[src/rtl/rst_seq_gen.sv]
`default_nettype none
// ============================================================================
// rst_seq_gen : DCM reset pulse, lock filter and staggered release of N reset domains
// Rev 1.0
// ============================================================================
module rst_seq_gen #(
  parameter int N_DOMAINS    = 4,
  parameter int DCM_RST_CYC  = 4,
  parameter int LOCK_FILT    = 64,
  parameter int LOCK_TMO     = 65536,
  parameter int STRETCH_CYC  = 256,
  parameter int STAGGER_CYC  = 16,
  parameter int DEBOUNCE_CYC = 1024
) (
  input  logic                 clk,
  input  logic                 reset,
  input  logic                 locked,
  input  logic                 sw_rst,
  output logic                 dcm_reset,
  output logic [N_DOMAINS-1:0] rst_out,
  output logic                 ready,
  output logic [7:0]           lock_loss_cnt,
  output logic [3:0]           retry_cnt
);

  localparam int M_A     = (DCM_RST_CYC > LOCK_TMO) ? DCM_RST_CYC : LOCK_TMO;
  localparam int M_B     = (STRETCH_CYC > STAGGER_CYC) ? STRETCH_CYC : STAGGER_CYC;
  localparam int CNT_MAX = (M_A > M_B) ? M_A : M_B;
  localparam int CNT_W   = $clog2(CNT_MAX + 1);
  localparam int FILT_W  = $clog2(LOCK_FILT + 1);
  localparam int DEB_W   = $clog2(DEBOUNCE_CYC + 1);
  localparam int IDX_W   = $clog2(N_DOMAINS + 1);

  localparam logic [CNT_W-1:0]  C_ONE      = CNT_W'(1);
  localparam logic [CNT_W-1:0]  C_DCM      = CNT_W'(DCM_RST_CYC);
  localparam logic [CNT_W-1:0]  C_TMO      = CNT_W'(LOCK_TMO);
  localparam logic [CNT_W-1:0]  C_STRETCH  = CNT_W'(STRETCH_CYC);
  localparam logic [CNT_W-1:0]  C_STAGGER  = CNT_W'(STAGGER_CYC);
  localparam logic [FILT_W-1:0] C_FILT     = FILT_W'(LOCK_FILT);
  localparam logic [DEB_W-1:0]  C_DEB_LAST = DEB_W'(DEBOUNCE_CYC - 1);
  localparam logic [IDX_W-1:0]  C_IDX_LAST = IDX_W'(N_DOMAINS - 1);

  localparam logic [2:0] ST_ASSERT    = 3'd0;
  localparam logic [2:0] ST_WAIT_LOCK = 3'd1;
  localparam logic [2:0] ST_STRETCH   = 3'd2;
  localparam logic [2:0] ST_RELEASE   = 3'd3;
  localparam logic [2:0] ST_RUN       = 3'd4;

  logic [2:0]           state_q, state_d;
  logic [CNT_W-1:0]     cnt_q, cnt_d;
  logic [IDX_W-1:0]     idx_q, idx_d;
  logic [7:0]           loss_q, loss_d;
  logic [3:0]           retry_q, retry_d;
  logic                 lk_meta_q, lk_meta_d, lk_sync_q, lk_sync_d;
  logic                 sw_meta_q, sw_meta_d, sw_sync_q, sw_sync_d;
  logic                 btn_lvl_q, btn_lvl_d;
  logic [DEB_W-1:0]     dbc_q, dbc_d;
  logic [FILT_W-1:0]    filt_q, filt_d;
  logic                 dcm_reset_q, dcm_reset_d;
  logic [N_DOMAINS-1:0] rst_out_q, rst_out_d;
  logic                 ready_q, ready_d;
  logic                 btn_rise, lock_good, lock_lost;

  always_ff @(posedge clk) begin
    if (reset) begin
      state_q     <= ST_ASSERT;
      cnt_q       <= '0;
      idx_q       <= '0;
      loss_q      <= '0;
      retry_q     <= '0;
      lk_meta_q   <= 1'b0;
      lk_sync_q   <= 1'b0;
      sw_meta_q   <= 1'b0;
      sw_sync_q   <= 1'b0;
      btn_lvl_q   <= 1'b0;
      dbc_q       <= '0;
      filt_q      <= '0;
      dcm_reset_q <= 1'b1;
      rst_out_q   <= '1;
      ready_q     <= 1'b0;
    end else begin
      state_q     <= state_d;
      cnt_q       <= cnt_d;
      idx_q       <= idx_d;
      loss_q      <= loss_d;
      retry_q     <= retry_d;
      lk_meta_q   <= lk_meta_d;
      lk_sync_q   <= lk_sync_d;
      sw_meta_q   <= sw_meta_d;
      sw_sync_q   <= sw_sync_d;
      btn_lvl_q   <= btn_lvl_d;
      dbc_q       <= dbc_d;
      filt_q      <= filt_d;
      dcm_reset_q <= dcm_reset_d;
      rst_out_q   <= rst_out_d;
      ready_q     <= ready_d;
    end
  end

  // Synchronisers and button debounce; the filtered level flips on the
  // DEBOUNCE_CYC-th consecutive sample that disagrees with it.
  always_comb begin
    lk_meta_d = locked;
    lk_sync_d = lk_meta_q;
    sw_meta_d = sw_rst;
    sw_sync_d = sw_meta_q;
    btn_lvl_d = btn_lvl_q;
    dbc_d     = '0;
    if (sw_sync_q != btn_lvl_q) begin
      if (dbc_q == C_DEB_LAST) begin
        btn_lvl_d = sw_sync_q;
      end else begin
        dbc_d = dbc_q + 1'b1;
      end
    end
    btn_rise  = btn_lvl_d & ~btn_lvl_q;
    lock_good = (filt_q == C_FILT);
  end

  always_comb begin
    state_d   = state_q;
    cnt_d     = cnt_q + 1'b1;
    idx_d     = idx_q;
    loss_d    = loss_q;
    retry_d   = retry_q;
    lock_lost = ~lk_sync_q &
                ((state_q == ST_STRETCH) || (state_q == ST_RELEASE) || (state_q == ST_RUN));
    if (state_q == ST_ASSERT) begin
      if (btn_rise) begin
        cnt_d = C_ONE;
      end else if (cnt_q == C_DCM) begin
        state_d = ST_WAIT_LOCK;
        cnt_d   = C_ONE;
      end
    end else if (btn_rise || lock_lost) begin
      state_d = ST_ASSERT;
      cnt_d   = C_ONE;
      if (lock_lost && (loss_q != 8'hFF)) begin
        loss_d = loss_q + 8'd1;
      end
    end else begin
      case (state_q)
        ST_WAIT_LOCK: begin
          if (lock_good) begin
            state_d = ST_STRETCH;
            cnt_d   = C_ONE;
          end else if (cnt_q == C_TMO) begin
            state_d = ST_ASSERT;
            cnt_d   = C_ONE;
            if (retry_q != 4'hF) begin
              retry_d = retry_q + 4'd1;
            end
          end
        end
        ST_STRETCH: begin
          if (cnt_q == C_STRETCH) begin
            state_d = ST_RELEASE;
            cnt_d   = C_ONE;
            idx_d   = '0;
          end
        end
        ST_RELEASE: begin
          if (cnt_q == C_STAGGER) begin
            cnt_d = C_ONE;
            if (idx_q == C_IDX_LAST) begin
              state_d = ST_RUN;
            end else begin
              idx_d = idx_q + 1'b1;
            end
          end
        end
        default: cnt_d = cnt_q;
      endcase
    end
  end

  // Outputs decode the next state so they move on the transition edge.
  always_comb begin
    dcm_reset_d = (state_d == ST_ASSERT);
    ready_d     = (state_d == ST_RUN);
    for (int i = 0; i < N_DOMAINS; i++) begin
      rst_out_d[i] = ~((state_d == ST_RUN) ||
                       ((state_d == ST_RELEASE) && (IDX_W'(i) <= idx_d)));
    end
  end

  always_comb begin
    if (dcm_reset_d || !lk_sync_q) begin
      filt_d = '0;
    end else if (filt_q == C_FILT) begin
      filt_d = filt_q;
    end else begin
      filt_d = filt_q + 1'b1;
    end
  end

  assign dcm_reset     = dcm_reset_q;
  assign rst_out       = rst_out_q;
  assign ready         = ready_q;
  assign lock_loss_cnt = loss_q;
  assign retry_cnt     = retry_q;

endmodule
`default_nettype wire

[config.mk]
export PLATFORM = sky130hd
export DESIGN_NAME = rst_seq_gen
export DESIGN_NICKNAME = d
export VERILOG_FILES = /design/src/rtl/rst_seq_gen.sv
export SDC_FILE = /design/constraint.sdc
export NUM_CORES = 1
export LEC_CHECK = 0
export CAP_MARGIN = 20
export CORE_ASPECT_RATIO = 1.75
export CORE_UTILIZATION = 40
export CTS_CLUSTER_DIAMETER = 80
export CTS_CLUSTER_SIZE = 28
export DETAILED_ROUTE_END_ITERATION = 12
export GPL_ROUTABILITY_DRIVEN = 0
export GPL_TIMING_DRIVEN = 0
export PLACE_DENSITY = 0.66
export SLEW_MARGIN = 30
export SYNTH_ARGS = -nofsm -noshare
export SYNTH_HDL_FRONTEND = slang
export SYNTH_SLANG_ARGS = --single-unit
export TNS_END_PERCENT = 20
[constraint.sdc]
create_clock -name clk -period 3.75 [get_ports clk]
set_clock_uncertainty 0.05 [all_clocks]
set_input_delay 0.75 -clock clk [delete_from_list [all_inputs] [get_ports clk]]
set_output_delay 0.75 -clock clk [all_outputs]
set_load 0.005 [all_outputs]
==> out/results.tsv <==
metric	value	unit
Post-Syn Area	2990	um^2
Max Slew Vio Count	0	
Final Critical Period	2780	ps
CP max-delay cell	nor4b_1	
slack of the critical path	970	ps
measured slew at the worst slew-check pin	781	ps
DR iter-0 viols	89	
Die Area	7840	um^2
final setup TNS	0	ps
FF+latch area	1280	um^2
Max-Slew Margin vs Limit	47.2	%
Setup CP Type	reg -> reg	
Nets	387	
buffers inserted by post-CTS timing repair	0	
initial antenna violation count	0	
unrepaired setup endpoints after global routing	no	
EDFF count, synth	0	
setup violators final	0	
area of the multi-input gates	1600	um^2
CTS clk-pin slew, worst paths	50	ps
WL per Instance	13.8	um
Design Area, Final	3660	um^2
die height	116	um
IO Pins	22	
ANT nets after route	0	
number of global-route vias before repair	2490	
Overflow after GRT	0	
Peak Freq	0.360	GHz
CP bufs+invs	0	
Core Area	7230	um^2
critical-path cell list	ha_1 -> and3_1 -> nand4_1 -> nand3_2 -> nor4b_1 -> nand3_1 -> xor2_1 -> nor2_1	
Power Dens Cells	472	nW/um^2
dpl ws	989	ps
Layout fillers	665	
worst skew pair latency	330	ps
ant diodes	0	
post-synthesis sequential area ratio	42.8	%
PostCTS Resize Cnt	0	
startpoint types	register	
Die Wd	67.4	um
Post-synth ARST share	0	%
hpwl dp	4760	um
Leak	0.00139	uW
number of max-cap violations	0	
Mapped Nets	355	
drt first pass iters	4	
Power Total	1730	uW
clk root buf	clkbuf_16	
Tcrit/Tclk final	74.1	%
Yosys top cell area share	42.8	%
area delta synth->final	22.2	%
htree depth	3	
clk buf depth	2	
row count	41	
CP delay by family, top	simple AND/OR/NAND/NOR gates	
Critical Path RT	3920	ps
first-pass GRT wire length	10900	um
number of synthesized register bits	64	
Yosys cell types	47	
CTS tree	built	
Port Buffers	21	
Post-DP Area	3310	um^2
Commonest cells post-synth	nor2_1 (65), dfxtp_1 (64), xor2_1 (22)	
HP Class	reg -> reg	
Mapped Cells	343	
WP data arrival	2950	ps
ys flop type	dfxtp_1	
routed vias	2467	
Syn Area/Cell	8.72	um^2
hold_buf cts	0	
vias per cell	5.29	
Area contributors post-synth	dfxtp_1 (43%), nor2_1 (8.2%), xor2_1 (6.4%), xnor2_1 (4.7%), ha_1 (3.3%)	
total global-route track usage	18.9	%
leading area contributor after synthesis	dfxtp_1	
Crit Path Max Fanout	10	
peak supply drop	281	uV
WL final	6410	um
critical path endpoint category	register	
status	finished, final reports clean	
share of cells above drive strength 1	7.11	%
pin count of the biggest net entering global routing	12	
DRC Markers	0	
Placed Cells	450	
most numerous cell in the Yosys netlist	nor2_1	
crit-path max cell delay	670	ps
initial core utilization	41.4	%
clk sink count	64	
Final Non-Filler Cells	466	
Num CTS Buffers	9	
Syn. warnings	0	
Hold Violations, Final	0	
-- per-stage QoR --
stage | util [%] | hold slack, ps
after CTS | 50.5 | 395
after floorplan | - | 364
after global routing | 50.5 | 421
after detailed placement | 45.8 | 377
final | 50.5 | 383
after global placement | 45.8 | 371
-- path summary, 6_finish.rpt --
path / end / slack, ps / cells past startpoint / start
setup reg to reg: cnt_q[7]$_SDFFE_PP0P_ / 970 / 8 / dbc_q[0]$_SDFF_PP0_
hold reg to reg: lk_sync_q$_SDFF_PP0_ / 380 / 1 / lk_meta_q$_SDFF_PP0_
setup / recovery: cnt_q[7]$_SDFFE_PP0P_ / 970 / 8 / dbc_q[0]$_SDFF_PP0_
hold / removal: lk_sync_q$_SDFF_PP0_ / 380 / 1 / lk_meta_q$_SDFF_PP0_
-- kinds of logic (layout without fill, tap and decap cells) --
| logic type | after synthesis | count (layout) | synth area share, % |
|---|---|---|---|
| and+or+nand+nor | 172 | 172 | 30.2 |
| buffers and inverters | 25 | 62 | 3.76 |
| xor gates and xnor gates | 38 | 38 | 11.1 |
| AOI/OAI and AO/OA | 30 | 30 | 6.65 |
| muxes | 6 | 6 | 2.05 |
| DFF | 64 | 64 | 42.8 |
| adders and majority gates | 8 | 8 | 3.35 |
-- per-layer routing --
layer	global-route usage, %	part of all wire (%)
met1	17.7	39
met3	4.49	2.3
met4	12.9	3.9
met2	34.5	55
met5	0	0
-- sequential cells by signal, indices dropped and copies added (netlist names) --
register	cells
retry_cnt	4
filt_q	7
idx_q	3
dbc_q	11
cnt_q	17
lk_sync_q	1
sw_meta_q	1
dcm_reset	1
ready	1
rst_out	4
sw_sync_q	1
btn_lvl_q	1
state_q	3
lock_loss_cnt	8
lk_meta_q	1
-- layout by cell type (no fill, tap or decap), drive strengths merged, types with 2 or more instances in the layout --
master and count:
and4 2, clkinv 2, clkdlybuf4s50 21, nor4b 2
nor3 8, and2 3, inv 14, nor3b 4
nor2 65, o211ai 3, nand2b 2, a31oi 4
xor2 22, a21oi 6, or3 2, nor4 6
ha 8, nand3 16, nor2b 11, bufinv 3
mux2i 5, xnor2 16, nand2 18, nand4 13
and3 13, o21ai 9, buf 5, clkbuf 17
or2 2, dfxtp 64
-- cell type report --
type | count | area share (%)
multi-input cells | 254 | 43.7
flip-flops and latches | 64 | 35.0
clock buffers | 11 | 6.64
repair buffers | 21 | 5.75
well taps | 86 | 2.94
clock inverters | 5 | 2.84
plain buffers | 11 | 1.64
inverters | 14 | 1.44
-- worst reg2reg max path: stages, from the launching register on --
cell and delay [ps]:
dfxtp_1 420, ha_1 300, and3_1 210, nand4_1 330, nand3_2 310, nor4b_1 670
nand3_1 180, xor2_1 160, nor2_1 50
-- power breakdown --
| part | total, uW | internal (uW) | leakage, uW | switching, uW |
|---|---|---|---|---|
| Clock | 964 | 667 | 0.000170 | 298 |
| Sequential | 698 | 689 | 0.000517 | 8.67 |
| Combinational | 64.0 | 25.8 | 0.000698 | 38.2 |
| Total | 1730 | 1380 | 0.00139 | 344 |
Power figures use the tool's default switching activity.
